$ cat src/rtl/cpu6_timer.sv
// cpu6_timer: memory-mapped 64-bit machine timer with prescaler, compare register and level interrupt
module cpu6_timer #(
  parameter logic [31:0] BASE_ADDR = 32'h0200_0000
) (
  input  logic        clk,
  input  logic        reset,
  input  logic        memwrite,
  input  logic [31:0] dataaddr,
  input  logic [31:0] writedata,
  output logic [31:0] readdata,
  output logic        sel,
  output logic        tmr_irq_r
);
  logic [63:0] mtime, mtimecmp, mtime_inc;
  logic [7:0]  div, pcnt;
  logic [3:0]  off;
  logic        en, we, wr_ctrl, tick, unused;
  assign sel       = dataaddr[31:6] == BASE_ADDR[31:6];
  assign off       = dataaddr[5:2];
  assign we        = memwrite && sel;
  assign wr_ctrl   = we && off == 4'h4;
  assign tick      = en && pcnt == div && !wr_ctrl;
  assign mtime_inc = mtime + {63'd0, tick};
  assign unused    = ^dataaddr[1:0];
  // each half takes its own write; the other half keeps the incremented value, so a LO write still carries into HI
  always_ff @(posedge clk) begin
    if (reset) begin
      mtime     <= '0;
      mtimecmp  <= '1;
      en        <= 1'b0;
      div       <= '0;
      pcnt      <= '0;
      tmr_irq_r <= 1'b0;
    end else begin
      pcnt           <= (wr_ctrl || !en || pcnt == div) ? 8'd0 : pcnt + 8'd1;
      mtime[31:0]    <= (we && off == 4'h0) ? writedata : mtime_inc[31:0];
      mtime[63:32]   <= (we && off == 4'h1) ? writedata : mtime_inc[63:32];
      mtimecmp[31:0] <= (we && off == 4'h2) ? writedata : mtimecmp[31:0];
      mtimecmp[63:32] <= (we && off == 4'h3) ? writedata : mtimecmp[63:32];
      en             <= wr_ctrl ? writedata[0] : en;
      div            <= wr_ctrl ? writedata[15:8] : div;
      tmr_irq_r      <= mtime >= mtimecmp;
    end
  end
  always_comb begin
    readdata = '0;
    if (sel)
      case (off)
        4'h0:    readdata = mtime[31:0];
        4'h1:    readdata = mtime[63:32];
        4'h2:    readdata = mtimecmp[31:0];
        4'h3:    readdata = mtimecmp[63:32];
        4'h4:    readdata = {16'd0, div, 7'd0, en};
        4'h5:    readdata = {31'd0, tmr_irq_r};
        default: readdata = '0;
      endcase
  end
endmodule
$ cat config.mk
export PLATFORM = sky130hd
export DESIGN_NAME = cpu6_timer
export DESIGN_NICKNAME = d
export VERILOG_FILES = /design/src/rtl/cpu6_timer.sv
export SDC_FILE = /design/constraint.sdc
export NUM_CORES = 1
export LEC_CHECK = 0
export ABC_AREA = 1
export ABC_CLOCK_PERIOD_IN_PS = 6200
export CAP_MARGIN = 20
export CORE_MARGIN = 1
export CORE_UTILIZATION = 50
export CTS_CLUSTER_DIAMETER = 80
export CTS_CLUSTER_SIZE = 30
export DETAILED_ROUTE_END_ITERATION = 10
export PLACE_DENSITY = 0.84
export SETUP_SLACK_MARGIN = 0.4
export SYNTH_ARGS = -nofsm -noshare
export SYNTH_HDL_FRONTEND = slang
export SYNTH_SLANG_ARGS = --single-unit
$ cat constraint.sdc
create_clock -name clk -period 6.2 [get_ports clk]
set_input_delay 1.86 -clock clk [delete_from_list [all_inputs] [get_ports clk]]
set_output_delay 1.86 -clock clk [all_outputs]
set_load 0.01 [all_outputs]
Word level (Yosys, flattened, before mapping)
Cells that the tools add are included.
W data, S select, Z words.
- register bits: 146
- bits in latches: 0
- memory bits (writable): 0
- ROM bits: 0
- input port bits: 67
- logic and storage cells: 35
- memories kept: 0
- add/subtract/negate cells: 2
- multiply operators: 0
- divide/modulo/power cells: 0
- $lt $le $gt $ge: 1
- eq/ne operators: 7
- shift operators: 0
- multiplexer cells: 4
- bitwise gates (word level): 0
- reduce and logical (&&, ||, !) cells: 14
- operator list (kind ; count):
    $pmux W32 S6 ; 1
    $mux W32 ; 3
    $add A64 B1 Y64 ; 1
    $ge A64 B64 Y1 ; 1
    $eq A26 B20 Y1 const B ; 1
    $add A8 B1 Y8 const B ; 1
    $eq A4 B2 Y1 const B ; 2
    $eq A4 B3 Y1 const B ; 2
    $eq A8 B8 Y1 ; 1
    $logic_and A1 B1 Y1 ; 8
    $eq A4 B1 Y1 const B ; 1
    $logic_not A4 Y1 ; 1
    $logic_not A1 Y1 ; 2
    $logic_or A1 B1 Y1 ; 2
    $reduce_or A2 Y1 ; 1

Depth between registers and ports, before layout
Gate-level depths: netlist (run 1).
- depth in word-level cells: 7
- depth in mapped cells: 22
- mapped depth without buffers: 21

Worst setup path after synthesis (run 1)
Ideal clock, no wire load.
- path kind: input -> output
- start: in dataaddr[29]
- end: out readdata[11]
- data arrival time: 3.182 ns
- required time: 4.340 ns
- setup slack: 1.158 ns
- stages: 7
- path buffers: 1
- cells stage by stage: nor2_1 > nand2_1 > or3_1 > nor2_1 > nand2_1 > clkbuf_1 > a31oi_1
- cells in the longest elaborated chain, start to end: 2
- ends and longest elaborated chain (item ; RTL line ; source):
    start, declared ; 8 ; input logic [31:0] dataaddr,
    $eq A26 B20 Y1 ; 18 ; assign sel = dataaddr[31:6] == BASE_ADDR[31:6];
    net sel ; 11 ; output logic sel,
    $mux W32 ; 47 ; if (sel)
    end, declared ; 10 ; output logic [31:0] readdata,
The timed path passes the listed nets, and every way through them passes these cells.

Worst setup path after layout (run 1)
- start: in dataaddr[4]
- end: out readdata[14]
- cells in the longest elaborated chain, start to end: 3
- ends and longest elaborated chain (item ; RTL line ; source):
    $eq A4 B3 Y1, or another cell as far along ; 48 ; case (off)
    $pmux W32 S6 * ; 48 ;
    $mux W32 * ; 47 ;
Mark *: on every way between the ends. The rest lies on a longest branch, timed or not.

==> flow_summary.ini, run 1 <==
[status]
status = finished, final reports clean

[setup_path]
r2r_cells = 18
critPathRequiredTime_ns = 4.34
cp_max_fo = 32
worstPathArrival_ns = 3.81
r2r_slack_ns = 2.61
startpoint = dataaddr[4]
r2r_start = div[2]
rr_endpoint = mtime[58]
critPathCapture = readdata[14]
start_kind = input pin
path_class = input pin to output port
critPathCaptureType = output port

[yosys]
synth-edff-count = 0
synth_commonest_cells = 314 x nand2_1, 226 x nor2_1, 191 x inv_1
ys_seq_elements = 146
synth_area_mm2 = 0.00984
netlist.area_leader.share_pct = 29.7
async_reset_ff_share_pct = 0
synth_fp_nets = 1631
yosys_most_used_dff = dfxtp_1
synth-seq-area-share_pct = 29.7
avgSynthCellArea_um2 = 6.57
synth_area_leader_cell = dfxtp_1
synth_area_leaders = dfxtp_1 30%, nand2_1 12%, nor2_1 8.6%
yosysWarnings = 0
synth.most_common_cell = nand2_1
synthCells = 1497
synth.distinct_cells = 40

[placed_design]
place_congestion = 1.00
place_ws_ns = 0.158
port_buffers = 98
dp_hpwl_um = 26500
post-place-cells = 1825

[routing]
ant_nets = 0
drc_errors = 0
vias_per_cell = 5.70
wirelength_um = 34700
num_vias = 10600
routedWlPerCell_um = 18.7
drt_iter0_drc = 887
drt-pass1-iter-count = 6

[floorplan]
coreArea_mm2 = 0.0190
fp.dieH_um = 142
start_util_pct = 51.7
die-width_um = 142
rows = 50
die_area_mm2 = 0.0202
io_pins = 101

[global_route]
grt_usage_pct = 35.2
grt_pass1_wl_um = 54500
grt_overflow = 0
antenna_found_initial = 0
grt_start_max_net_pins = 63
grt_pass1_vias = 10100

[clocking]
post-cts-setup-buffers = 0
clkLatencyLatePin_ns = 0.42
cts_sinks = 146
cts_root_buf = clkbuf_16
cts_hold_buffers = 0
cts-htree-levels = 4
numCtsBuffers = 17
clk_pin_slew_ns = 0.07
cts_max_path_buffers = 2
tritoncts = yes

[sta]
finalHoldViolations = 0
final.setup.worst_slack_ns = 0.530
setup_viol = 0
finalMaxSlewViolations = 0
finalSetupTns_ns = 0
fmax_ghz = 0.176
period_minus_slack_ns = 5.67
rsz0062_at_grt = no
tightest_slew_ns = 0.768
fin_crit_sh_pct = 91.5
clock_skew_ns = 0.00894
slew_headroom_pct = 48.7

[layout]
drive_gt1_share_pct = 4.76
fin_util_pct = 61.3
stdcell_count = 1857
area_delta_synth_final_pct = 18.4
final_nets = 1718
nFillCells = 1843
antennaDiodeCount = 0

[hold_path]
hold_path_class = register to register

[power_and_ir_drop]
powerDensity_mw_per_mm2 = 176
max-vdd-ir-drop_mv = 0.178
p_leak_nw = 5.27

[run]
drv_cap = 0
==> worst max-delay path, cell delays in order <==
cell and delay, ns:
clkdlybuf4s50_1 0.52, nor2_2 0.07, nand3_1 0.11, buf_12 0.24
inv_1 0.11, a221oi_1 0.43, a21oi_1 0.15, dlygate4sd2_1 0.31
==> metrics by stage <==
step | power, mW | hold slack, ns | instance area (um^2)
after floorplan | 0.999 | 0.440 | 9840
after global placement | 1.07 | 0.455 | 11100
after detailed placement | 1.07 | 0.469 | 11100
after CTS | 2.05 | 0.490 | 11600
after global routing | 2.10 | 0.524 | 11700
final | 2.05 | 0.484 | 11700
==> kinds of logic (layout without fill, tap and decap cells) <==
kind of cell	Yosys count	count (layout)	share of synthesized area, %
buf+inv	248	348	10.0
compound gates	270	270	16.0
simple gates	710	710	30.7
fa+ha+maj	67	67	8.52
xor+xnor	56	56	4.98
flops	146	146	29.7
==> final cells by class <==
class,count,area [um^2],area share [%]
Clock inverter,14,121,1.04
Clock buffer,18,439,3.77
Inverter,195,733,6.29
Timing Repair Buffer,121,1150,9.91
Multi-Input combinational cell,1103,5960,51.1
Sequential cell,146,2920,25.1
Tap cell,260,325,2.79
==> power breakdown <==
group          internal, mW  total (mW)  switching (mW)
registers             0.937       0.937   0.00000000125
logic                0.0511       0.117          0.0655
clock network         0.535       0.993           0.457
total                  1.52        2.05           0.523
==> registers in the layout (all words and copies together) (netlist names) <==
name / flops
mtime: 64
tmr_irq_r: 1
pcnt: 8
mtimecmp: 64
en: 1
div: 8
==> worst min path at each step <==
stage,depth (start not counted),end,start
after detailed placement,1,pcnt[0],pcnt[0]
after global routing,1,pcnt[0],pcnt[0]
after CTS,1,pcnt[0],pcnt[0]
after floorplan,1,pcnt[0],pcnt[0]
final,1,pcnt[0],pcnt[0]
after global placement,1,pcnt[0],pcnt[0]
==> routing by layer <==
layer	track usage [%]	wire length, um	vias up
met1	43.4	14400	4827
met5	0	0	-
met3	5.65	2760	98
met2	60.3	16100	520
met4	15.3	1350	0
li1	-	-	5139
==> timing repair <==
| action | CTS | global route |
|---|---|---|
| resized for setup | 36 | 3 |
| setup endpoints to repair | 32 | 3 |
| pin swaps | 0 | 0 |
| gates cloned | 0 | 0 |
==> placed cells by master (no fill, tap or decap), types with 34 or more instances in the layout <==
master,netlist,layout
a21oi_1,94,92
clkdlybuf4s50_1,0,66
dfxtp_1,146,146
ha_1,67,67
inv_1,191,189
nand2_1,314,314
nand3_1,66,66
nand4_1,42,42
nor2_1,226,224
nor3_1,34,34
o211ai_1,63,63
o21ai_0,68,68
xor2_1,44,44
No activity file was read; power rests on OpenSTA's default activity.
==> run 2: changes to the inputs <==
--- a/config.mk
+++ b/config.mk
@@ -9,11 +9,11 @@
 export ABC_CLOCK_PERIOD_IN_PS = 6200
 export CAP_MARGIN = 20
 export CORE_MARGIN = 1
-export CORE_UTILIZATION = 50
+export CORE_UTILIZATION = 55
 export CTS_CLUSTER_DIAMETER = 80
 export CTS_CLUSTER_SIZE = 30
 export DETAILED_ROUTE_END_ITERATION = 10
-export PLACE_DENSITY = 0.84
+export PLACE_DENSITY = 0.9
 export SETUP_SLACK_MARGIN = 0.4
 export SYNTH_ARGS = -nofsm -noshare
 export SYNTH_HDL_FRONTEND = slang
==> flow_summary.ini, run 2 (same netlist as run 1, synthesis figures left out) <==
[status]
status = finished, final reports clean

[setup_path]
path_class = input pin to output port
critPathRequiredTime_ns = 4.34
cp.buffers_inverters = 3
slowest_delay_ns = 0.57
crit_chain = clkdlybuf4s50_1, nor2_1, nand2_1, clkinv_1, a221oi_1, a21oi_1, dlygate4sd2_1
cp_num_cells = 7
crit_family = buffers and inverters
slowest_stage = clkdlybuf4s50_1
worstPathArrival_ns = 3.80
r2r_cells = 16
start_kind = input pin
critPathCaptureType = output port
cp_max_fo = 9

[clocking]
tritoncts = yes
cts_hold_buffers = 0
cts_sinks = 146
numCtsBuffers = 17
clkLatencyLatePin_ns = 0.44
cts_root_buf = clkbuf_16
cts_max_path_buffers = 2
cts-htree-levels = 4
clk_pin_slew_ns = 0.07

[floorplan]
start_util_pct = 56.7
coreArea_mm2 = 0.0174
fp.dieH_um = 136
io_pins = 101
die_area_mm2 = 0.0184
die-width_um = 136
rows = 48

[routing]
vias_per_cell = 5.94
drc_errors = 0
routedWlPerCell_um = 19.2
drt_iter0_drc = 1161
num_vias = 10800
wirelength_um = 35000
drt-pass1-iter-count = 8
ant_nets = 0

[power_and_ir_drop]
p_leak_nw = 5.42
powerDensity_mw_per_mm2 = 180
max-vdd-ir-drop_mv = 0.186

[hold_path]
hold_path_class = register to register
hold_depth = 1

[sta]
setup_viol = 0
tightest_slew_ns = 0.812
finalSetupTns_ns = 0
clock_skew_ns = 0.00912
slew_headroom_pct = 45.7
period_minus_slack_ns = 5.66
rsz0062_at_grt = no
finalHoldViolations = 0
fmax_ghz = 0.177
final.setup.worst_slack_ns = 0.537
fin_crit_sh_pct = 91.3
finalMaxSlewViolations = 0

[placed_design]
place_congestion = 1.00
place_ws_ns = 0.126
port_buffers = 98
dp_hpwl_um = 26300
post-place-cells = 1791

[layout]
area_delta_synth_final_pct = 19.0
reg.largest.list = mtime (64), mtimecmp (64)
drive_gt1_share_pct = 5.06
stdcell_count = 1825
antennaDiodeCount = 0
final_cell_mix = 314 x nand2_1, 224 x nor2_1, 189 x inv_1
fin_util_pct = 67.4
final_common_cell = nand2_1
final_nets = 1721

[global_route]
grt_usage_pct = 38.9
grt_overflow = 0
grt_pass1_vias = 10300
antenna_found_initial = 0
grt_pass1_wl_um = 54500
grt_start_max_net_pins = 69

[run]
drv_cap = 0
## run 2: worst register-to-register path, stage by stage, from the launching register on
cell and delay (ns):
dfxtp_1 0.35, or2_2 0.30, a21oi_1 0.15, nand4_1 0.15, nor2_1 0.16, ha_1 0.33
ha_1 0.28, nand3_2 0.11, nor2_2 0.18, nand2_1 0.10, nor2_2 0.13, nand3b_1 0.21
nor2_1 0.36, buf_4 0.19, xor2_1 0.13, nor2_1 0.05, nor2_1 0.10
## run 2: final cells by class
class	count	area, um^2
well taps	225	282
multi-input cells	1103	5980
clock inverters	15	164
clock buffers	17	425
fillers	1498	5650
flip-flops and latches	146	2920
repair buffers	124	1190
inverters	195	733
## run 2: power by group
part           internal [mW]  leakage, nW  switching (mW)
sequential             0.937         1.18   0.00000000126
clock                  0.572        0.286           0.481
combinational         0.0518         3.95          0.0663
total                   1.56         5.42           0.547
## run 2: layer usage
layer | up-vias | GRT usage, % | routed length, um
met3 | 135 | 7.03 | 3260
met4 | 0 | 21.4 | 1830
met2 | 582 | 65.2 | 16300
met5 | - | 0 | 0
met1 | 4976 | 46.8 | 13600
li1 | 5139 | - | -
## run 2: path summary, 6_finish.rpt
check / from / end / slack (ns)
setup / recovery: dataaddr[3] / readdata[13] / 0.54
hold reg to reg: pcnt[0] / pcnt[0] / 0.49
hold / removal: pcnt[0] / pcnt[0] / 0.49
setup reg to reg: div[2] / mtime[42] / 2.84
## run 2: timing repair
action                                  4_1_cts  5_1_grt
gates cloned                                  0        0
resized for setup                            33       10
pin swaps                                     1        0
endpoints found under the setup margin       31       10
buffers inserted                              2        0
## run 2: metrics by stage
| stage | hold WS [ns] | cell area, um^2 | total power, mW |
|---|---|---|---|
| after global placement | 0.457 | 11100 | 1.07 |
| after CTS | 0.490 | 11700 | 2.10 |
| after floorplan | 0.440 | 9840 | 0.999 |
| after detailed placement | 0.476 | 11100 | 1.07 |
| after global routing | 0.494 | 11700 | 2.16 |
| final | 0.486 | 11700 | 2.11 |
==> run 3: changes to the inputs <==
--- a/config.mk
+++ b/config.mk
@@ -9,11 +9,11 @@
 export ABC_CLOCK_PERIOD_IN_PS = 6200
 export CAP_MARGIN = 20
 export CORE_MARGIN = 1
-export CORE_UTILIZATION = 55
+export CORE_UTILIZATION = 45
 export CTS_CLUSTER_DIAMETER = 80
 export CTS_CLUSTER_SIZE = 30
 export DETAILED_ROUTE_END_ITERATION = 10
-export PLACE_DENSITY = 0.9
+export PLACE_DENSITY = 0.78
 export SETUP_SLACK_MARGIN = 0.4
 export SYNTH_ARGS = -nofsm -noshare
 export SYNTH_HDL_FRONTEND = slang
==> flow_summary.ini, run 3 (same netlist as run 1, synthesis figures left out) <==
[power_and_ir_drop]
p_leak_nw = 5.32
total_power_mw = 2.12
powerDensity_mw_per_mm2 = 181
max-vdd-ir-drop_mv = 0.152

[setup_path]
critPathRequiredTime_ns = 4.34
rr_endpoint = mtime[42]
crit_chain = clkdlybuf4s50_1, nand4_1, or3_1, nor2_1, nand2_1, buf_12, a21oi_1, dlygate4sd2_1
r2r_slack_ns = 2.84
cp_max_fo = 32
critPathCapture = readdata[1]
worstPathArrival_ns = 3.80
slowest_delay_ns = 0.49
r2r_cells = 16
r2r_start = div[2]
start_kind = input pin
critPathCaptureType = output port
startpoint = dataaddr[25]
path_class = input pin to output port
slowest_stage = clkdlybuf4s50_1

[floorplan]
coreArea_mm2 = 0.0212
die-width_um = 150
start_util_pct = 46.4
fp.dieH_um = 150
die_area_mm2 = 0.0225
rows = 53
io_pins = 101

[sta]
clock_skew_ns = 0.0214
rsz0062_at_grt = no
tightest_slew_ns = 0.768
hold_slack_ns = 0.490
period_minus_slack_ns = 5.66
setup_viol = 0
finalMaxSlewViolations = 0
fmax_ghz = 0.177
slew_headroom_pct = 48.6
finalHoldViolations = 0
fin_crit_sh_pct = 91.2
finalSetupTns_ns = 0

[placed_design]
dp_hpwl_um = 27000
place_congestion = 1.02
port_buffers = 98

[routing]
drt_iter0_drc = 895
ant_nets = 0
vias_per_cell = 5.60
wirelength_um = 35500
drc_errors = 0
drt-pass1-iter-count = 5
routedWlPerCell_um = 19.0
num_vias = 10500

[clocking]
cts_max_path_buffers = 2
clkLatencyLatePin_ns = 0.45
tritoncts = yes
clk_pin_slew_ns = 0.07
cts_sinks = 146
cts_root_buf = clkbuf_16
post-cts-setup-buffers = 0
cts-htree-levels = 4
cts_hold_buffers = 0
numCtsBuffers = 17

[layout]
final_cell_mix = 314 x nand2_1, 225 x nor2_1, 190 x inv_1
area_delta_synth_final_pct = 18.9
drive_gt1_share_pct = 4.57
nFillCells = 2097
final_nets = 1718
reg.largest.list = mtime (64), mtimecmp (64)
antennaDiodeCount = 0
final_common_cell = nand2_1

[global_route]
grt_pass1_wl_um = 55100
grt_usage_pct = 32.4
grt_start_max_net_pins = 64
grt_pass1_vias = 10100
grt_overflow = 0
antenna_found_initial = 0

[status]
status = finished, final reports clean

[run]
drv_cap = 0

[hold_path]
hold_path_class = register to register
## run 3: changes by cell type in the layout (fill, tap and decap cells not counted), moves of 2 or more
| cell | change |
|---|---|
| clkinvlp_4 | -2 |
| dlymetal6s2s_1 | -7 |
| inv_8 | +2 |
| inv_6 | -2 |
| clkinv_2 | +2 |
| buf_4 | -4 |
| dlygate4sd2_1 | +7 |
## run 3: worst min-delay path by stage
stage	slack [ns]	to	from	depth (start not counted)
2_1_floorplan	0.44	pcnt[0]	pcnt[0]	1
6_report	0.49	pcnt[0]	pcnt[0]	1
5_1_grt	0.51	pcnt[0]	pcnt[0]	1
3_3_place_gp	0.45	pcnt[0]	pcnt[0]	1
4_1_cts	0.49	pcnt[0]	pcnt[0]	1
3_5_place_dp	0.48	pcnt[0]	pcnt[0]	1
## run 3: metrics by stage
step / setup WS [ns] / instance area [um^2] / util (%) / cells
global placement: 0.223 / 11100 / 52.4 / 1840
floorplan: 1.16 / 9840 / - / 1497
global route: 0.409 / 11700 / 55.1 / 1872
detailed placement: 0.223 / 11100 / 52.4 / 1840
finish: 0.545 / 11700 / 55.1 / 1872
CTS: 0.290 / 11700 / 55.1 / 1872
## run 3: final cells by class
type	count	area, um^2	share of cell area, %
Clock inverter	15	164	1.40
Multi-Input combinational cell	1103	5950	50.9
Clock buffer	17	425	3.64
Timing Repair Buffer	121	1160	9.90
Sequential cell	146	2920	25.0
Tap cell	275	344	2.94
Inverter	195	733	6.27
## run 3: routing by layer
layer  vias up  global-route usage (%)  wire length (um)
met2       432                    55.4             16800
met5         -                       0                 0
met4         0                    13.6              1240
met3        88                    5.30              2370
met1      4825                    40.0             15100
li1       5134                       -                 -
## run 3: power by group
part | internal (mW) | switching (mW) | leakage [nW]
combinational | 0.0510 | 0.0630 | 3.84
clock | 0.574 | 0.497 | 0.296
sequential | 0.937 | 0.00000000125 | 1.18
total | 1.56 | 0.560 | 5.32
## run 3: worst max-delay path, delay by kind of cell
family,cells,cell delay (ns)
buffers and inverters,3,1.03
AND/OR/NAND/NOR,4,0.71
AO/OA/AOI/OAI,1,0.19
## run 3: what timing repair did
item	CTS	global route
resized for setup	34	2
cloned	0	0
endpoints found under the hold margin	0	0
setup endpoints to repair	32	2
